### src/rtl/ps2_host_tx.sv
// ps2_host_tx: host-to-device PS/2 command transmitter.
// Drives PS2Clk/PS2Data open-drain through active-high output enables.
module ps2_host_tx #(
    parameter int INHIBIT_CYCLES = 10000,
    parameter int TIMEOUT_CYCLES = 2000000,
    parameter int FILTER_LEN     = 8
) (
    input  logic       clk,
    input  logic       rst,
    input  logic [7:0] tx_data,
    input  logic       tx_start,
    output logic       tx_busy,
    output logic       tx_done,
    output logic       tx_error,
    input  logic       PS2Clk,
    input  logic       PS2Data,
    output logic       ps2clk_oe,
    output logic       ps2data_oe
);
    localparam int IW = $clog2(INHIBIT_CYCLES + 1);
    localparam int TW = $clog2(TIMEOUT_CYCLES + 1);
    localparam int FW = $clog2(FILTER_LEN + 1);
    localparam logic [IW-1:0] INH_LAST = IW'(INHIBIT_CYCLES - 1);
    localparam logic [TW-1:0] TO_LIMIT = TW'(TIMEOUT_CYCLES);
    localparam logic [FW-1:0] FLT_LAST = FW'(FILTER_LEN - 1);

    typedef enum logic [2:0] {
        S_IDLE,
        S_INHIBIT,
        S_REQ,
        S_BITS,
        S_ACK,
        S_WAIT_IDLE
    } state_t;

    state_t        state_q, state_d;
    logic          clk_s1_q, clk_s1_d;
    logic          clk_s2_q, clk_s2_d;
    logic          dat_s1_q, dat_s1_d;
    logic          dat_s2_q, dat_s2_d;
    logic [FW-1:0] flt_cnt_q, flt_cnt_d;
    logic          clk_flt_q, clk_flt_d;
    logic          fall_q, fall_d;
    logic [8:0]    shift_q, shift_d;
    logic [3:0]    bit_cnt_q, bit_cnt_d;
    logic [IW-1:0] inh_cnt_q, inh_cnt_d;
    logic [TW-1:0] to_cnt_q, to_cnt_d;
    logic [TW-1:0] to_next;
    logic          timed;
    logic          clk_oe_q, clk_oe_d;
    logic          data_oe_q, data_oe_d;
    logic          done_q, done_d;
    logic          error_q, error_d;

    // Synchronize both pins and debounce the clock into a one-cycle fall strobe.
    always_comb begin
        clk_s1_d  = PS2Clk;
        clk_s2_d  = clk_s1_q;
        dat_s1_d  = PS2Data;
        dat_s2_d  = dat_s1_q;
        clk_flt_d = clk_flt_q;
        flt_cnt_d = '0;
        if (clk_s2_q != clk_flt_q) begin
            if (flt_cnt_q == FLT_LAST) begin
                clk_flt_d = clk_s2_q;
            end else begin
                flt_cnt_d = flt_cnt_q + FW'(1);
            end
        end
        fall_d = clk_flt_q & ~clk_flt_d;
    end

    // Conditioning registers; idle bus level is high.
    always_ff @(posedge clk) begin
        if (rst) begin
            clk_s1_q  <= 1'b1;
            clk_s2_q  <= 1'b1;
            dat_s1_q  <= 1'b1;
            dat_s2_q  <= 1'b1;
            clk_flt_q <= 1'b1;
            flt_cnt_q <= '0;
            fall_q    <= 1'b0;
        end else begin
            clk_s1_q  <= clk_s1_d;
            clk_s2_q  <= clk_s2_d;
            dat_s1_q  <= dat_s1_d;
            dat_s2_q  <= dat_s2_d;
            clk_flt_q <= clk_flt_d;
            flt_cnt_q <= flt_cnt_d;
            fall_q    <= fall_d;
        end
    end

    // Request/frame sequencer with a watchdog that resets on every clock fall.
    always_comb begin
        state_d   = state_q;
        shift_d   = shift_q;
        bit_cnt_d = bit_cnt_q;
        inh_cnt_d = inh_cnt_q;
        to_cnt_d  = to_cnt_q;
        clk_oe_d  = clk_oe_q;
        data_oe_d = data_oe_q;
        done_d    = 1'b0;
        error_d   = 1'b0;
        to_next   = to_cnt_q + TW'(1);
        timed     = (state_q == S_BITS) || (state_q == S_ACK) ||
                    (state_q == S_WAIT_IDLE);
        unique case (state_q)
            S_IDLE: begin
                clk_oe_d  = 1'b0;
                data_oe_d = 1'b0;
                if (tx_start) begin
                    shift_d   = {~^tx_data, tx_data};
                    inh_cnt_d = '0;
                    clk_oe_d  = 1'b1;
                    state_d   = S_INHIBIT;
                end
            end
            S_INHIBIT: begin
                if (inh_cnt_q == INH_LAST) begin
                    data_oe_d = 1'b1;
                    state_d   = S_REQ;
                end else begin
                    inh_cnt_d = inh_cnt_q + IW'(1);
                end
            end
            S_REQ: begin
                clk_oe_d  = 1'b0;
                bit_cnt_d = '0;
                to_cnt_d  = '0;
                state_d   = S_BITS;
            end
            S_BITS: begin
                if (fall_q) begin
                    if (bit_cnt_q == 4'd9) begin
                        data_oe_d = 1'b0;
                        state_d   = S_ACK;
                    end else begin
                        data_oe_d = ~shift_q[0];
                        shift_d   = {1'b0, shift_q[8:1]};
                        bit_cnt_d = bit_cnt_q + 4'd1;
                    end
                end
            end
            S_ACK: begin
                if (fall_q) begin
                    if (!dat_s2_q) begin
                        state_d = S_WAIT_IDLE;
                    end else begin
                        error_d = 1'b1;
                        state_d = S_IDLE;
                    end
                end
            end
            S_WAIT_IDLE: begin
                if (clk_flt_q && dat_s2_q) begin
                    done_d  = 1'b1;
                    state_d = S_IDLE;
                end
            end
            default: state_d = S_IDLE;
        endcase
        if (timed) begin
            to_cnt_d = fall_q ? '0 : to_next;
            if (!fall_q && to_next == TO_LIMIT) begin
                error_d = 1'b1;
                done_d  = 1'b0;
                state_d = S_IDLE;
            end
        end
        if (error_d) begin
            clk_oe_d  = 1'b0;
            data_oe_d = 1'b0;
        end
    end

    // Sequencer state and registered outputs.
    always_ff @(posedge clk) begin
        if (rst) begin
            state_q   <= S_IDLE;
            shift_q   <= '0;
            bit_cnt_q <= '0;
            inh_cnt_q <= '0;
            to_cnt_q  <= '0;
            clk_oe_q  <= 1'b0;
            data_oe_q <= 1'b0;
            done_q    <= 1'b0;
            error_q   <= 1'b0;
        end else begin
            state_q   <= state_d;
            shift_q   <= shift_d;
            bit_cnt_q <= bit_cnt_d;
            inh_cnt_q <= inh_cnt_d;
            to_cnt_q  <= to_cnt_d;
            clk_oe_q  <= clk_oe_d;
            data_oe_q <= data_oe_d;
            done_q    <= done_d;
            error_q   <= error_d;
        end
    end

    assign tx_busy    = (state_q != S_IDLE);
    assign tx_done    = done_q;
    assign tx_error   = error_q;
    assign ps2clk_oe  = clk_oe_q;
    assign ps2data_oe = data_oe_q;

endmodule

### config.mk
export PLATFORM = sky130hd
export DESIGN_NAME = ps2_host_tx
export DESIGN_NICKNAME = d
export VERILOG_FILES = /design/src/rtl/ps2_host_tx.sv
export SDC_FILE = /design/constraint.sdc
export NUM_CORES = 1
export LEC_CHECK = 0
export ABC_AREA = 1
export CORE_ASPECT_RATIO = 0.8
export CORE_UTILIZATION = 45
export DETAILED_ROUTE_END_ITERATION = 12
export GPL_TIMING_DRIVEN = 1
export SYNTH_ARGS = -nofsm -noshare
export SYNTH_HDL_FRONTEND = slang
export SYNTH_SLANG_ARGS = --single-unit
### constraint.sdc
create_clock -name clk -period 2.78 [get_ports clk]
set_clock_uncertainty 0.2 [all_clocks]
set_input_delay 0.556 -clock clk [delete_from_list [all_inputs] [get_ports clk]]
set_output_delay 0.556 -clock clk [all_outputs]
set_load 0.02 [all_outputs]
==> results.cfg, run 1 <==
[status]
status = finished clean

[clock_network]
cts_max_level = 3
clk_pin_slew_ns = 0.07
clockBufferDepth = 2
cts.root.buffer_cell = clkbuf_8
cts.sinks = 65
insertion_delay_ns = 0.34
cts_buffers = 9
cts_resized = 0
cts_setup_buffers = 0
hold_buffers = 0
cts_tree = done

[min_path]
hp-class = reg -> reg
worstHoldStart = dat_s1_q$_SDFF_PP1_
worstHoldPathCells = 1
holdPathEnd = dat_s2_q$_SDFF_PP1_

[placed_design]
dp_slack_ns = 0.442
dp_cells = 650
hpwlAfterDp_um = 5780
io_buffers = 17
post_dp_cell_area_sq_mm = 0.00389
globalplace.congestion = 0.809

[sta]
finalSetupViolCount = 0
hold_viol = 0
setup_ws_ns = 0.400
whs_ns = 0.218
slew_violations = 0
period_share_pct = 85.6
worst_pin_slew_ns = 0.629
fin_tns_setup_ns = 0
layout_min_cycle_time_ns = 2.38
max_freq_mhz = 420
rsz0062_at_grt = no
relSlewSlack_pct = 58.0

[synth]
ys_warn_count = 0
synthCells = 534
synth.avg_cell_area_sq_um = 6.74
ys_seq_elements = 65
syn_area_sq_mm = 0.00360
yosysSeqAreaShare_pct = 36.1
syn_nets = 553
ys_types = 36

[floorplanning]
coreArea_sq_mm = 0.00757
die_area_sq_mm = 0.00836
die_h_um = 82.0
start_util_pct = 47.6
num_rows = 28
die-width_um = 102
ioPinCount = 18

[layout]
final_net_count = 575
fillers = 790
layout_commonest_cell = nand2_1
final_cell_area_sq_mm = 0.00409
area_growth_pct = 13.5
antennaDiodeCount = 0
final_cell_mix = nand2_1 (153), dfxtp_1 (65), nor2_1 (56), inv_1 (56), a21oi_1 (41)
utilization_pct = 54.0
drive_gt1_share_pct = 10.7
layout.cells.non_filler = 666

[critical_path]
critical_path_class = reg -> out
r2r_cells = 12
timing.rr.end = state_q[0]$_SDFF_PP0_
crit_fanout = 4
worst_ep_required_time_ns = 2.02
rr_startpoint = to_cnt_q[0]$_SDFFE_PP0P_
start_kind = flip-flop
cp.arrival_ns = 1.62
cp-end-kind = primary output
reg2reg_slack_ns = 0.56

[pwr]
power_density_mw_per_mm2 = 462
p_leak_nw = 1.54
p_total_mw = 1.89
ir_worst_vdd_mv = 0.317

[routing]
first_pass_iters = 4
drt_iter0_drc = 145
vias = 3315
ant_nets = 0
drc = 0
routed_wl_um = 7900
avgRoutedWirePerCell_um = 11.9
viasPerCell = 4.98

[flow_run]
maxCapViolCount = 0

[global_route]
gr-total-overflow = 0
grt_pass1_wl_um = 13700
grt_pass1_vias = 2986
antenna_found_initial = 0
track_usage_pct = 21.1
grt_max_degree = 33
-- per-layer routing --
layer,GRT usage [%],vias up,part of all wire [%]
li1,-,1778,-
met1,29.0,1469,52
met2,32.9,61,42
met3,5.87,7,4.8
met4,4.43,0,0.71
met5,0,-,0
-- critical path, stage by stage (launching register included) --
cell             delay [ns]
dfxtp_1                0.40
nor2_1                 0.06
inv_1                  0.10
nor2_2                 0.06
inv_1                  0.06
clkdlybuf4s50_1        0.59
-- final cells by class --
cell class	instances	area (sq um)	area share [%]
clock buffers	9	124	3.03
clock inverters	7	71.3	1.75
inverters	60	225	5.51
multi-input cells	398	2020	49.6
flip-flops and latches	65	1300	31.9
well taps	105	131	3.22
repair buffers	22	208	5.08
-- worst max path at each step --
stage                                   from                       to  slack [ns]  cells after the start
detailed placement                  tx_start  shift_q[3]$_SDFFE_PP0P_        0.44                      5
global placement                    tx_start  shift_q[4]$_SDFFE_PP0P_        0.53                      5
global route           state_q[2]$_SDFF_PP0_                  tx_busy        0.28                      5
CTS                    state_q[2]$_SDFF_PP0_                  tx_busy        0.39                      5
floorplan           to_cnt_q[0]$_SDFFE_PP0P_    state_q[0]$_SDFF_PP0_        0.81                     12
finish                 state_q[0]$_SDFF_PP0_                  tx_busy        0.40                      5
-- logic make-up (layout without fill, tap and decap cells) --
logic type / Yosys count / after routing / share of synthesized area [%]
AOI/OAI and AO/OA: 82 / 82 / 13.1
DFF: 65 / 65 / 36.1
adders and majority gates: 6 / 6 / 2.09
and+or+nand+nor: 299 / 299 / 38.4
xor gates and xnor gates: 11 / 11 / 2.68
buffers and inverters: 71 / 98 / 7.61
-- Yosys cell counts (all sizes together) --
cell type  count  area (sq um)
o21bai         6          52.6
xor2           4          35.0
o211ai         2          15.0
dfxtp         65          1300
a21oi         43           223
or2            4          25.0
nor3          10          55.1
nand3b         3          22.5
xnor2          7          61.3
o221ai         1          8.76
nand3         31           160
a2111oi        1          8.76
a211oi         1          7.51
nor2          71           343
inv           60           225
nor3b          2          15.0
buf            6          30.0
o211a          1          10.0
clkbuf         5          18.8
o21ai         18          90.1
ha             6          75.1
a31oi          9          56.3
nand4         16           115
nand2        162           646
-- state kept, by name, indices dropped and copies added, names as in the netlist --
register	count
to_cnt_q	21
inh_cnt_q	14
shift_q	9
bit_cnt_q	4
flt_cnt_q	4
state_q	3
clk_flt_q	1
clk_s1_q	1
clk_s2_q	1
dat_s1_q	1
dat_s2_q	1
fall_q	1
ps2clk_oe	1
ps2data_oe	1
tx_done	1
tx_error	1
-- report_power, final --
| part | internal [mW] | switching, mW |
|---|---|---|
| Clock | 0.412 | 0.377 |
| Sequential | 0.951 | 0.0134 |
| Combinational | 0.0585 | 0.0771 |
(Power assumes the default switching activity.)
==> inputs of run 2 (changes only) <==
--- a/config.mk
+++ b/config.mk
@@ -6,6 +6,7 @@
 export NUM_CORES = 1
 export LEC_CHECK = 0
 export ABC_AREA = 1
+export CAP_MARGIN = 20
 export CORE_ASPECT_RATIO = 0.8
 export CORE_UTILIZATION = 45
 export DETAILED_ROUTE_END_ITERATION = 12
==> constraint.sdc (replaced) <==
create_clock -name clk -period 2.4 [get_ports clk]
set_clock_uncertainty 0.2 [all_clocks]
set_input_delay 0.48 -clock clk [delete_from_list [all_inputs] [get_ports clk]]
set_output_delay 0.48 -clock clk [all_outputs]
set_load 0.02 [all_outputs]
==> run 2 against run 1 <==
  * Combinational power increased by 17%
  * Total power increased by 19%
  * Non-clock buffer count increased by 2
  * Sequential power increased by 16%
  * Die area unchanged
  * Clock-buffer cell count increased by 1
  * Utilization increased by 0.38 points
  * Final cell count increased by 0.30%
  * Register-to-register slack got worse by 0.35 ns
  * Final area increased by 0.70%
  * Largest cell class unchanged
==> results.cfg, run 2 (synthesis gave the netlist of run 1 again) <==
[status]
status = finished clean

[sta]
hold_viol = 0
max_freq_mhz = 457
layout_min_cycle_time_ns = 2.19
slew_violations = 0
period_share_pct = 91.2
rsz0062_at_grt = no
relSlewSlack_pct = 73.8
fin_tns_setup_ns = 0
finalSetupViolCount = 0
worst_pin_slew_ns = 0.393

[clock_network]
cts_tree = done
cts.sinks = 65
cts_buffers = 9
insertion_delay_ns = 0.36
hold_buffers = 0
clockBufferDepth = 2
cts_max_level = 3
clk_pin_slew_ns = 0.07
cts.root.buffer_cell = clkbuf_8

[pwr]
p_clk_share_pct = 43.2
ir_worst_vdd_mv = 0.452
p_sw_mw = 0.564
swShare_pct = 25.1
power_density_mw_per_mm2 = 546
power_frac_seq_pct = 49.8
power.internal_mw = 1.68
p_leak_nw = 1.56
comb_power_share_pct = 7.1

[floorplanning]
die-width_um = 102
num_rows = 28
die_area_sq_mm = 0.00836
ioPinCount = 18
coreArea_sq_mm = 0.00757
start_util_pct = 47.6
die_h_um = 82.0

[layout]
utilization_pct = 54.4
area_growth_pct = 14.3
largest_register = to_cnt_q
largest_registers = to_cnt_q (21), inh_cnt_q (14), shift_q (9)
final_cell_mix = nand2_1 (153), dfxtp_1 (65), nor2_1 (56), inv_1 (56), a21oi_1 (41)
largest_reg_flops = 21
final_net_count = 577
fillers = 788
layout_commonest_cell = nand2_1
drive_gt1_share_pct = 11.2
antennaDiodeCount = 0

[critical_path]
cp-end-kind = flip-flop
start_kind = flip-flop
critPathSlowestCell = dfxtp_1
r2r_cells = 12
crit_fanout = 7
crit_chain = ha_2, nand2_4, nor2_8, nand2_4, nor2_4, nand3_1, nand2_1, nand2_1, nor2_2, nand4_4, nand2_2, nor2_1
reg2reg_slack_ns = 0.21
worst_ep_required_time_ns = 2.44
critical_path_class = reg -> reg
rr_startpoint = to_cnt_q[0]$_SDFFE_PP0P_
slowest_delay_ns = 0.43
timing.rr.end = state_q[0]$_SDFF_PP0_
cp.arrival_ns = 2.23

[placed_design]
globalplace.congestion = 0.836
io_buffers = 17
hpwlAfterDp_um = 5780

[routing]
wl_met2_um = 3470
drt_iter0_drc = 151
first_pass_iters = 4
wl_met1_um = 4110
drc = 0
vias = 3345
viasPerCell = 5.01
ant_nets = 0
top_layer = met4
avgRoutedWirePerCell_um = 11.9
routed_wl_um = 7980
wl_met3_um = 270

[min_path]
worstHoldPathCells = 1
holdPathEnd = clk_s2_q$_SDFF_PP1_
worstHoldStart = clk_s1_q$_SDFF_PP1_
hp-class = reg -> reg

[global_route]
grt_max_degree = 33
gr-total-overflow = 0
grt_pass1_vias = 3092
track_usage_pct = 21.9
grt_pass1_wl_um = 14100
antenna_found_initial = 0

[flow_run]
maxCapViolCount = 0
-- run 2: cell count changes in the layout (fill, tap and decap cells not counted), sizes merged --
cell	change
buf	+2
clkinv	-2
clkdlybuf4s50	-1
dlymetal6s2s	+1
inv	+1
clkbuf	+1
-- run 2: worst max path at each step --
| stage | startpoint | to | slack [ns] | cells after the start |
|---|---|---|---|---|
| 6_report | to_cnt_q[0]$_SDFFE_PP0P_ | state_q[0]$_SDFF_PP0_ | 0.21 | 12 |
| 5_1_grt | inh_cnt_q[0]$_SDFFE_PP0P_ | inh_cnt_q[10]$_SDFFE_PP0P_ | 0.03 | 13 |
| 4_1_cts | state_q[0]$_SDFF_PP0_ | tx_busy | 0.07 | 5 |
| 3_5_place_dp | tx_start | inh_cnt_q[10]$_SDFFE_PP0P_ | 0.21 | 8 |
| 3_3_place_gp | tx_start | inh_cnt_q[10]$_SDFFE_PP0P_ | 0.25 | 8 |
| 2_1_floorplan | to_cnt_q[0]$_SDFFE_PP0P_ | state_q[0]$_SDFF_PP0_ | 0.43 | 12 |
-- run 2: layout make-up --
class / count / area [sq um] / area share [%]
clock inverters: 6 / 66.3 / 1.61
well taps: 105 / 131 / 3.19
inverters: 60 / 225 / 5.47
flip-flops and latches: 65 / 1300 / 31.6
multi-input cells: 398 / 2030 / 49.3
repair buffers: 24 / 225 / 5.47
clock buffers: 10 / 138 / 3.35
-- run 2: what timing repair did --
action | in CTS | in global routing
endpoints found under the hold margin | 0 | 0
setup endpoints to repair | 0 | 2
resized for setup | 0 | 2
setup buffers | 0 | 0
-- run 2: metrics by stage --
step	instance area (sq um)	power, mW	cells	hold slack, ns	setup slack, ns
after global placement	3910	1.30	652	0.198	0.246
final	4110	2.25	668	0.226	0.211
after floorplan	3600	1.24	534	0.189	0.428
after detailed placement	3910	1.30	652	0.203	0.210
after CTS	4110	2.28	668	0.228	0.0664
after global routing	4110	2.34	668	0.247	0.0258
-- run 2: power groups by stage --
stage               clock network [mW]  logic, mW  registers [mW]
finish                           0.969      0.159            1.12
global route                      1.04      0.179            1.12
CTS                               1.00      0.161            1.12
floorplan                            0     0.0983            1.14
global placement                     0      0.160            1.14
detailed placement                   0      0.160            1.14
-- run 2: critical path: cells and delay by family, from the launching register on --
kind / cells / cell delay (ns)
and+or+nand+nor: 11 / 1.18
adders and majority gates: 1 / 0.26
DFF: 1 / 0.43
-- run 2: metal layers --
| metal | track usage (%) | up-vias |
|---|---|---|
| li1 | - | 1779 |
| met1 | 28.3 | 1512 |
| met2 | 34.9 | 42 |
| met3 | 6.13 | 12 |
| met4 | 7.86 | 0 |
| met5 | 0 | - |
